`src/rtl/gf2_col_mult_if.sv`:
```
// Bundle of the product-request, column-stream and result handshake signals of gf2_col_mult.
// master: the environment (row selector, producer, consumer); slave: the multiplier.
interface gf2_col_mult_if #(
  parameter int unsigned N = 128,
  parameter int unsigned K = 128
) ();
  logic         start;
  logic         matrix_ready;
  logic [K-1:0] secret;
  logic [N-1:0] offset;
  logic         clear;
  logic         shift_en;
  logic [N-1:0] col_in;
  logic [N-1:0] result;
  logic         result_valid;
  logic         result_ack;
  logic         busy;

  modport master (
    output start, matrix_ready, secret, offset, clear, col_in, result_ack,
    input  shift_en, result, result_valid, busy
  );

  modport slave (
    input  start, matrix_ready, secret, offset, clear, col_in, result_ack,
    output shift_en, result, result_valid, busy
  );
endinterface

```
`src/rtl/gf2_col_mult.sv`:
```
// GF(2) matrix-vector multiplier: streams K columns from the row selector and accumulates
// r = offset ^ (A * s), then holds r under a valid/ack handshake.
module gf2_col_mult #(
  parameter int unsigned N = 128,
  parameter int unsigned K = 128
) (
  input logic          clk,
  input logic          resetn,
  gf2_col_mult_if.slave bus
);
  localparam int unsigned CntW = (K > 1) ? $clog2(K) : 1;
  localparam logic [CntW-1:0] CntLast = CntW'(K - 1);

  typedef enum logic [1:0] {StIdle, StRun, StDone} state_e;

  state_e          state_q;
  logic [K-1:0]    s_q;
  logic [N-1:0]    acc_q;
  logic [CntW-1:0] cnt_q;
  logic            shift_en_q;
  logic            valid_q;
  logic            busy_q;

  always_ff @(posedge clk or negedge resetn) begin
    if (!resetn) begin
      state_q    <= StIdle;
      s_q        <= '0;
      acc_q      <= '0;
      cnt_q      <= '0;
      shift_en_q <= 1'b0;
      valid_q    <= 1'b0;
      busy_q     <= 1'b0;
    end else if (bus.clear) begin
      state_q    <= StIdle;
      s_q        <= '0;
      acc_q      <= '0;
      cnt_q      <= '0;
      shift_en_q <= 1'b0;
      valid_q    <= 1'b0;
      busy_q     <= 1'b0;
    end else begin
      unique case (state_q)
        StIdle: begin
          if (bus.start && bus.matrix_ready) begin
            s_q        <= bus.secret;
            acc_q      <= bus.offset;
            cnt_q      <= '0;
            state_q    <= StRun;
            shift_en_q <= 1'b1;
            busy_q     <= 1'b1;
          end
        end
        StRun: begin
          // col_in is column cnt_q; the selector advances on this same edge.
          acc_q <= acc_q ^ (s_q[0] ? bus.col_in : '0);
          s_q   <= s_q >> 1;
          cnt_q <= cnt_q + 1'b1;
          if (cnt_q == CntLast) begin
            state_q    <= StDone;
            shift_en_q <= 1'b0;
            valid_q    <= 1'b1;
          end
        end
        StDone: begin
          if (bus.result_ack) begin
            state_q <= StIdle;
            valid_q <= 1'b0;
            busy_q  <= 1'b0;
          end
        end
        default: begin
          state_q    <= StIdle;
          shift_en_q <= 1'b0;
          valid_q    <= 1'b0;
          busy_q     <= 1'b0;
        end
      endcase
    end
  end

  assign bus.shift_en     = shift_en_q;
  assign bus.result_valid = valid_q;
  assign bus.busy         = busy_q;
  assign bus.result       = acc_q;
endmodule

```
`src/flat_wrapper.sv`:
```
// flat-port wrapper written by rule: the top's interface ports become plain ports
module gf2_col_mult_flat 
#(
  parameter int unsigned N = 128,
  parameter int unsigned K = 128
)
  (clk, resetn, bus_start, bus_matrix_ready, bus_secret, bus_offset, bus_clear, bus_col_in, bus_result_ack, bus_shift_en, bus_result, bus_result_valid, bus_busy);
  gf2_col_mult_if #(.N(N), .K(K)) bus_i ();
  input logic clk;
  input logic resetn;
  input wire logic [$bits(bus_i.start)-1:0] bus_start;
  input wire logic [$bits(bus_i.matrix_ready)-1:0] bus_matrix_ready;
  input wire logic [$bits(bus_i.secret)-1:0] bus_secret;
  input wire logic [$bits(bus_i.offset)-1:0] bus_offset;
  input wire logic [$bits(bus_i.clear)-1:0] bus_clear;
  input wire logic [$bits(bus_i.col_in)-1:0] bus_col_in;
  input wire logic [$bits(bus_i.result_ack)-1:0] bus_result_ack;
  output wire logic [$bits(bus_i.shift_en)-1:0] bus_shift_en;
  output wire logic [$bits(bus_i.result)-1:0] bus_result;
  output wire logic [$bits(bus_i.result_valid)-1:0] bus_result_valid;
  output wire logic [$bits(bus_i.busy)-1:0] bus_busy;
  assign bus_i.start = bus_start;
  assign bus_i.matrix_ready = bus_matrix_ready;
  assign bus_i.secret = bus_secret;
  assign bus_i.offset = bus_offset;
  assign bus_i.clear = bus_clear;
  assign bus_i.col_in = bus_col_in;
  assign bus_i.result_ack = bus_result_ack;
  assign bus_shift_en = bus_i.shift_en;
  assign bus_result = bus_i.result;
  assign bus_result_valid = bus_i.result_valid;
  assign bus_busy = bus_i.busy;
  gf2_col_mult #(.N(N), .K(K)) u_core (.clk(clk), .resetn(resetn), .bus(bus_i));
endmodule
```
`config.mk`:
```
export PLATFORM = sky130hd
export DESIGN_NAME = gf2_col_mult_flat
export DESIGN_NICKNAME = d
export VERILOG_FILES = /design/src/rtl/gf2_col_mult_if.sv /design/src/rtl/gf2_col_mult.sv /design/src/flat_wrapper.sv
export SDC_FILE = /design/constraint.sdc
export NUM_CORES = 1
export LEC_CHECK = 0
export BUFFER_PORTS_ARGS = -buffer_cell sky130_fd_sc_hd__buf_2
export CAP_MARGIN = 15
export CORE_AREA = 2 2 201 203
export CTS_BUF_LIST = sky130_fd_sc_hd__clkbuf_8
export CTS_CLUSTER_DIAMETER = 80
export DETAILED_ROUTE_END_ITERATION = 10
export DIE_AREA = 0 0 203 205
export PLACE_DENSITY = 0.65
export RECOVER_POWER = 100
export SETUP_SLACK_MARGIN = 0.4
export SYNTH_ARGS = -nofsm -noshare
export SYNTH_HDL_FRONTEND = slang
export SYNTH_SLANG_ARGS = --single-unit
```
`constraint.sdc`:
```
create_clock -name clk -period 1.86 [get_ports clk]
set_input_delay 0.372 -clock clk [delete_from_list [all_inputs] [get_ports clk]]
set_output_delay 0.372 -clock clk [all_outputs]
set_load 0.05 [all_outputs]
```
[Word level (Yosys, flattened, before mapping)]
Index checks and enable logic that the tools add are counted.
Word-level totals
  bits in registers: 268
  input port bits: 390
  logic and storage cells: 51
Cells by class
  add/sub/neg operators: 1
  eq/ne operators: 9
  multiplexer cells: 25
  bitwise gates (word level): 1
  reduce and logical (&&, ||, !) cells: 8
Operator list (count)
  128-bit 2-to-1 mux: 5
  128-bit one-hot mux with 2 select lines: 2
  128-bit XOR: 1
  7-bit 2-to-1 mux: 2
  7-bit one-hot mux with 2 select lines: 1
  3-bit AND reduction: 4
  1-bit one-hot mux with 3 select lines: 3
  2-bit 2-to-1 mux: 4
  7-bit by 1-bit adder with 7-bit output, second input constant: 1
  7-bit equality test, second input constant: 1
  1-bit 2-to-1 mux: 7
  2-bit != test, second input constant: 3
  3-bit by 2-bit != test with 1-bit output, second input constant: 2
  2-bit one-hot mux with 3 select lines: 1
  3-bit != test, second input constant: 1
  3-bit nonzero test: 1
  2-bit by 1-bit equality test with 1-bit output, second input constant: 1
  2-bit equality test, second input constant: 1
  2-bit zero test: 1
  2-bit AND reduction: 1
  1-bit logical AND: 1

[Longest topological paths before layout]
Gate-level depths: netlist of run 1.
  depth in word-level cells: 4
  depth in mapped cells: 8

[Worst setup path before layout of run 1]
Ideal clock, no wire load.
  kind: reg-to-reg
  start point: reg u_core.state_q[1]
  end point: reg u_core.acc_q[115] (netlist: u_core.bus.result[115])
  library setup time: 0.126 ns
  data arrival time: 1.499 ns
  required time: 1.734 ns
  path slack: 0.235 ns
  stages on the path, launching flop included: 8
  buffers on the path: 4
  clock period less this slack: 1.625 ns
  cell sequence: dfrtp_1 -> buf_4 -> nand2b_1 -> buf_2 -> buf_6 -> buf_2 -> o2bb2ai_1 -> a221o_1
On the way
  longest elaborated chain between the ends: 3
  elaborated cells on any way between the ends: 7
  classes of those cells: eq/ne: 2; mux: 2; reduce/logical: 3
RTL lines
  start: declaration: RTL line gf2_col_mult.sv:16  | state_e state_q;
  start signal: assignment: RTL line gf2_col_mult.sv:26  | state_q <= StIdle;
  start signal: assignment: RTL line gf2_col_mult.sv:34  | state_q <= StIdle;
  start signal: assignment: RTL line gf2_col_mult.sv:48  | state_q <= StRun;
  2-bit by 1-bit equality test with 1-bit output or 2-bit zero test (tied branches): RTL line gf2_col_mult.sv:42  | unique case (state_q)
  128-bit one-hot mux with 2 select lines (tied with other cells): RTL line gf2_col_mult.sv:42
  128-bit 2-to-1 mux or 2-bit AND reduction (tied branches)
  end signal: assignment: RTL line gf2_col_mult.sv:46  | acc_q <= bus.offset;
  end signal: assignment: RTL line gf2_col_mult.sv:55  | acc_q <= acc_q ^ (s_q[0] ? bus.col_in : '0);
  end: declaration: RTL line gf2_col_mult.sv:18  | logic [N-1:0] acc_q;
Parallel ways exist; a longest one is shown, timed or not.
A chain may end at the register's enable or synchronous reset.

[Worst setup path after layout of run 1]
  start point: reg u_core.state_q[1]
  end point: reg u_core.acc_q[28] (netlist: u_core.bus.result[28])
The elaborated chain is that of the path after synthesis.

==> impl_metrics.env, run 1 <==
export IMPL_vias_per_cell=5.990
export IMPL_min_path_type="in2reg"
export IMPL_ys_seq_area_frac=0.4295
export IMPL_cp_arrival_ns=2.27
export IMPL_grt_pass1_wl_um=90960
export IMPL_synth_commonest_cells="dfrtp_1, o2bb2ai_1, and3_1, nand2_1"
export IMPL_die_area_um2=41620
export IMPL_criticalPathCategory="reg2reg"
export IMPL_rsz0062_at_grt="true"
export IMPL_yosys_area_top_type="dfrtp_1"
export IMPL_fin_nets=2449
export IMPL_placed_cell_area_um2=19160
export IMPL_clkPwrFrac=0.331
export IMPL_dp_hpwl_um=37350
export IMPL_pre_cts_ws_ns=0.01031
export IMPL_cts_buffer_depth=3
export IMPL_grtUsageTotal=0.2808
export IMPL_synth_nets=1766
export IMPL_stdcell_area_um2=22490
export IMPL_slew_viol_final=0
export IMPL_drt_iter0_drc=1318
export IMPL_rr_worst_depth=6
export IMPL_first_pass_iters=6
export IMPL_syn_area_um2=15610
export IMPL_min_to="u_core.bus.busy"
export IMPL_finalCritPeriodShare=0.9457
export IMPL_yosysWarnings=0
export IMPL_coreArea_um2=39370
export IMPL_clk_latency_ns=0.59
export IMPL_p_leak_nw=11.38
export IMPL_worst_setup_path_start_kind="flop"
export IMPL_synth_area_leaders="dfrtp_1, o2bb2ai_1, a221o_1"
export IMPL_clock_fmax_mhz=568.5
export IMPL_cap_violations=0
export IMPL_drive_above_1_share=0.4752
export IMPL_cts_sinks=268
export IMPL_worstMarginPinSlew_ns=1.077
export IMPL_total_power_mw=17.02
export IMPL_numCtsBuffers=48
export IMPL_cts_root_buffer="clkbuf_8"
export IMPL_reg2reg_from="u_core.state_q[1]"
export IMPL_finalSetupViolCount=0
export IMPL_hold_path_startpoint="bus_clear"
export IMPL_grt_max_degree=92
export IMPL_die_height_um=205
export IMPL_reg2reg_to="u_core.bus.result[28]"
export IMPL_cp_startpoint="u_core.state_q[1]"
export IMPL_seq_power_share=0.388
export IMPL_cts_max_level=2
export IMPL_synthMostInstantiatedCell="dfrtp_1"
export IMPL_syn_to_final_growth_pct=44.06
export IMPL_fin_worst_skew_ns=0.02154
export IMPL_hold_viol=0
export IMPL_cts_tree="built"
export IMPL_status="finished clean"
export IMPL_vias=15700
export IMPL_fin_setup_tns_ns=0
export IMPL_syn_avg_cell_area_um2=11.36
export IMPL_slew_headroom=0.2821
export IMPL_ioPinCount=521
export IMPL_grt_pass1_vias=15520
export IMPL_synth_edff_count=0
export IMPL_path_clk_slew_ns=0.06
export IMPL_synth_top_area_share=0.4295
export IMPL_ys_ff_latch=268
export IMPL_async_flop_share=1.000
export IMPL_syn_instance_count=1375
export IMPL_hold_worst_slack_ns=0.05844
export IMPL_drt_total_wl_um=61790
export IMPL_setup_slack_ns=0.1009
export IMPL_start_util=0.3966
export IMPL_gp_congestion=0.8549
export IMPL_path_max_fanout=15
export IMPL_rrSetupSlack_ns=0.10
export IMPL_min_path_cells=2
export IMPL_worst_setup_path_end_kind="flop"
export IMPL_internal_power_mw=11.32
export IMPL_crit_required_ns=2.37
export IMPL_fin_crit_ns=1.759
export IMPL_ant_nets=0
export IMPL_grt_antenna_before_repair=4
export IMPL_ys_types=41
export IMPL_grt_overflow=0
export IMPL_wire_per_inst_um=23.58
export IMPL_die_width_um=203
export IMPL_ys_flop_type="dfrtp_1"
export IMPL_power_share_combinational=0.281
export IMPL_p_per_area_nw_per_um2=756.5
export IMPL_core_rowCount=73
export IMPL_drc=0
export IMPL_peakVddDrop_uv=329.0
export IMPL_port_buffer_count=520
export IMPL_switching_share=0.3347
export IMPL_switchingPower_mw=5.696
power by group through the flow:
stage / combinational (mW) / sequential [mW] / clock, mW
after CTS: 4.86 / 6.63 / 5.74
after floorplan: 1.60 / 7.50 / 0
after global placement: 3.80 / 6.75 / 0
after detailed placement: 3.86 / 6.75 / 0
final: 4.78 / 6.60 / 5.64
after global routing: 5.04 / 6.64 / 6.04
flip-flops by register name (all words and copies together), names as in the netlist:
| signal | flops |
|---|---|
| u_core.bus.busy | 1 |
| u_core.bus.result | 128 |
| u_core.bus.result_valid | 1 |
| u_core.bus.shift_en | 1 |
| u_core.cnt_q | 7 |
| u_core.s_q | 128 |
| u_core.state_q | 2 |
per-stage QoR:
step	utilization	instances
2_1_floorplan	-	1375
3_3_place_gp	0.4866	2339
3_5_place_dp	0.4866	2339
4_1_cts	0.5796	2577
5_1_grt	0.5712	2619
6_report	0.5714	2621
worst max-delay path by stage:
stage | to | slack, ns
2_1_floorplan | u_core.bus.result[16] | 0.29
3_3_place_gp | u_core.s_q[57] | 0.05
3_5_place_dp | u_core.s_q[51] | 0.01
4_1_cts | u_core.bus.result[124] | 0.16
5_1_grt | u_core.cnt_q[5] | 0.03
6_report | u_core.bus.result[28] | 0.10
cell families after synthesis:
family / share of synthesized area
AO/OA/AOI/OAI: 0.2670
flip-flops: 0.4295
adder cells (fa/ha/maj): 0.0008012
multiplexers: 0.08214
buffers and inverters: 0.05698
AND/OR/NAND/NOR: 0.1636
critical path: stages, from the launching register on:
cell and delay [ns]:
dfrtp_4 0.53, buf_4 0.16, nor3b_2 0.29, buf_12 0.24, clkbuf_16 0.20, and3_1 0.16
a221o_1 0.11
final cells by class:
class,instances,area (um^2)
fill,3439,16870
multi-input combinational,944,8309
sequential,268,6719
timing repair buffer,794,5824
clock buffer,61,839.6
tap,525,656.9
clock inverter,25,131.4
inverter,2,7.507
antenna,2,5.005
per-layer routing:
| metal | vias to the layer above | GRT usage | part of all wire |
|---|---|---|---|
| li1 | 6916 | - | - |
| met3 | 162 | 0.04279 | 0.075 |
| met4 | 2 | 0.1163 | 0.045 |
| met5 | - | 0 | 0.00018 |
| met2 | 857 | 0.4628 | 0.48 |
| met1 | 7764 | 0.3696 | 0.40 |
cell usage in the layout (no fill, tap or decap), types with 4 or more instances in the layout:
master and instances:
buf_2 388, dfrtp_1 264, buf_4 179, o2bb2ai_1 151, clkbuf_2 137, and3_1 131, nand2_1 130, nand4b_1 128
a221o_1 128, mux2i_1 116, o2bb2ai_2 104, clkbuf_8 61, buf_16 30, buf_12 26, inv_1 21, buf_6 18
mux2i_2 11, clkbuf_16 6, buf_8 4
what timing repair did:
item / 4_1_cts / 5_1_grt
endpoints found under the hold margin: 55 / 0
resized for setup: 335 / 34
hold buffers: 1 / 0
setup endpoints to repair: 394 / 397
gates cloned: 20 / 6
pin swaps: 8 / 8
buffers inserted: 131 / 36
(Power assumes the default switching activity.)
==> run 2, diff against run 1 <==
--- a/config.mk
+++ b/config.mk
@@ -5,14 +5,13 @@
 export SDC_FILE = /design/constraint.sdc
 export NUM_CORES = 1
 export LEC_CHECK = 0
-export BUFFER_PORTS_ARGS = -buffer_cell sky130_fd_sc_hd__buf_2
 export CAP_MARGIN = 15
 export CORE_AREA = 2 2 201 203
 export CTS_BUF_LIST = sky130_fd_sc_hd__clkbuf_8
 export CTS_CLUSTER_DIAMETER = 80
 export DETAILED_ROUTE_END_ITERATION = 10
 export DIE_AREA = 0 0 203 205
-export PLACE_DENSITY = 0.65
+export DONT_BUFFER_PORTS = 1
 export RECOVER_POWER = 100
 export SETUP_SLACK_MARGIN = 0.4
 export SYNTH_ARGS = -nofsm -noshare
==> run 2 against run 1 <==
The run now ends with hold timing left. Global-route usage down 2.4 points. Sequential power up 12%. Register-to-register slack about the same. First-iteration DRC count down 20%. Combinational power down 35%. Die area unchanged. Critical endpoint is now u_core.bus.result[38]. Largest power group unchanged.
==> impl_metrics.env, run 2 (same netlist as run 1, synthesis figures left out) <==
export IMPL_rrSetupSlack_ns=0.11
export IMPL_vias_per_cell=6.210
export IMPL_postCtsHoldBufs=257
export IMPL_ant_nets=0
export IMPL_wire_per_inst_um=25.30
export IMPL_rsz0062_at_grt="true"
export IMPL_drt_total_wl_um=57350
export IMPL_clock_fmax_mhz=572.6
export IMPL_fin_crit_ns=1.746
export IMPL_drt_iter0_drc=1055
export IMPL_grtUsageTotal=0.2566
export IMPL_grt_util_met2=0.4326
export IMPL_die_height_um=205
export IMPL_coreArea_um2=39370
export IMPL_grt_busiest_layer="met2"
export IMPL_criticalPathCategory="reg2reg"
export IMPL_cp_arrival_ns=2.23
export IMPL_worst_setup_path_start_kind="flop"
export IMPL_grt_max_degree=269
export IMPL_status="finished with violations"
export IMPL_path_clk_slew_ns=0.06
export IMPL_grt_pass1_vias=14400
export IMPL_cts_root_buffer="clkbuf_8"
export IMPL_cts_sinks=268
export IMPL_final_cell_mix="dfrtp_1, dlygate4sd3_1, o2bb2ai_1, and3_1, nand2_1"
export IMPL_peakVddDrop_uv=394.0
export IMPL_drc=0
export IMPL_grt_pass1_wl_um=84210
export IMPL_crit_path_end="u_core.bus.result[38]"
export IMPL_seq_area_um2=6723
export IMPL_gp_congestion=0.8187
export IMPL_path_depth=5
export IMPL_start_util=0.3966
export IMPL_finalCritPeriodShare=0.9390
export IMPL_hold_worst_slack_ns=-0.5438
export IMPL_slew_viol_final=0
export IMPL_cts_tree="built"
export IMPL_fillers=3351
export IMPL_fin_worst_skew_ns=0.01733
export IMPL_cp_slowest_cell="dfrtp_4"
export IMPL_die_width_um=203
export IMPL_numCtsBuffers=51
export IMPL_min_path_type="in2async"
export IMPL_crit_required_ns=2.34
export IMPL_path_cells="nand2b_4 > buf_12 > clkbuf_4 > o2bb2ai_1 > a221o_1"
export IMPL_first_pass_iters=5
export IMPL_die_area_um2=41620
export IMPL_antenna_cells=0
export IMPL_path_max_fanout=14
export IMPL_rr_worst_depth=5
export IMPL_dp_hpwl_um=34790
export IMPL_crit_family="flip-flops"
export IMPL_vias=14080
export IMPL_critPathMaxStageDelay_ns=0.54
export IMPL_reg2reg_to="u_core.bus.result[38]"
export IMPL_port_buffer_count=0
export IMPL_p_leak_nw=9.605
export IMPL_worstMarginPinSlew_ns=0.6703
export IMPL_ioPinCount=521
export IMPL_grt_use_met3=0.06045
export IMPL_pre_cts_ws_ns=0.1177
export IMPL_fin_setup_tns_ns=0
export IMPL_setup_slack_ns=0.1135
export IMPL_worst_setup_path_end_kind="flop"
export IMPL_cp_startpoint="u_core.state_q[1]"
export IMPL_cts_max_level=2
export IMPL_cts_buffer_depth=3
export IMPL_fin_nets=2094
export IMPL_final_common_cell="dfrtp_1"
export IMPL_syn_to_final_growth_pct=36.11
export IMPL_dp_cells=1870
export IMPL_grt_antenna_before_repair=0
export IMPL_grtUsageMet1=0.3158
export IMPL_final_cells=2267
export IMPL_slew_headroom=0.5531
export IMPL_drive_above_1_share=0.1958
export IMPL_grt_overflow=0
export IMPL_crit_buf_inv=2
export IMPL_p_per_area_nw_per_um2=796.7
export IMPL_cap_violations=0
export IMPL_reg2reg_from="u_core.state_q[1]"
export IMPL_finalSetupViolCount=0
export IMPL_core_rowCount=73
export IMPL_violations="hold timing"
export IMPL_clk_latency_ns=0.62
export IMPL_hold_viol=268
export IMPL_multi_input_comb_area_um2=8009
export IMPL_final_util=0.5398
## run 2: changes by cell type in the layout (fill, tap and decap cells not counted), sizes merged
cell / before / now
diode: 2 / 0
clkbuf: 207 / 115
bufinv: 1 / 3
clkinv: 3 / 6
buf: 645 / 132
dlygate4sd3: 1 / 257
bufbuf: 2 / 0
inv: 21 / 15
## run 2: power by group
part | internal [mW] | switching, mW
logic | 1.58 | 1.53
registers | 6.25 | 1.15
clock network | 3.68 | 2.74
total | 11.5 | 5.42
## run 2: worst min-delay path by stage
stage / startpoint / to / cells past startpoint / slack [ns]
final: resetn / u_core.s_q[34] / 0 / -0.54
after global routing: resetn / u_core.s_q[30] / 0 / -0.60
after CTS: resetn / u_core.s_q[34] / 0 / -0.61
after detailed placement: resetn / u_core.s_q[34] / 0 / 0.08
after global placement: resetn / u_core.s_q[31] / 0 / 0.08
after floorplan: resetn / u_core.bus.busy / 0 / 0.08
## run 2: layer usage
metal	wire length (um)	part of all wire
met5	0	0
met4	2426	0.042
met3	4554	0.079
met2	27990	0.49
met1	22380	0.39
## run 2: through the flow
stage,power [mW],area [um^2]
finish,16.93,21250
detailed placement,9.907,17030
floorplan,9.104,15810
global route,17.58,21250
CTS,17.08,21470
global placement,9.842,17030
## run 2: cell type report
| cell class | count | area share |
|---|---|---|
| repair buffers | 436 | 0.2226 |
| clock inverters | 24 | 0.008890 |
| inverters | 2 | 0.0003533 |
| flip-flops and latches | 268 | 0.3163 |
| multi-input cells | 944 | 0.3769 |
| clock buffers | 68 | 0.04404 |
| well taps | 525 | 0.03091 |
## run 2: repair_timing
action                                  CTS  global route
setup buffers                            25             7
endpoints found under the hold margin   529           268
pin swaps                                24            44
resized for setup                       173            40
endpoints found under the setup margin  393           396
cloned                                    5            11
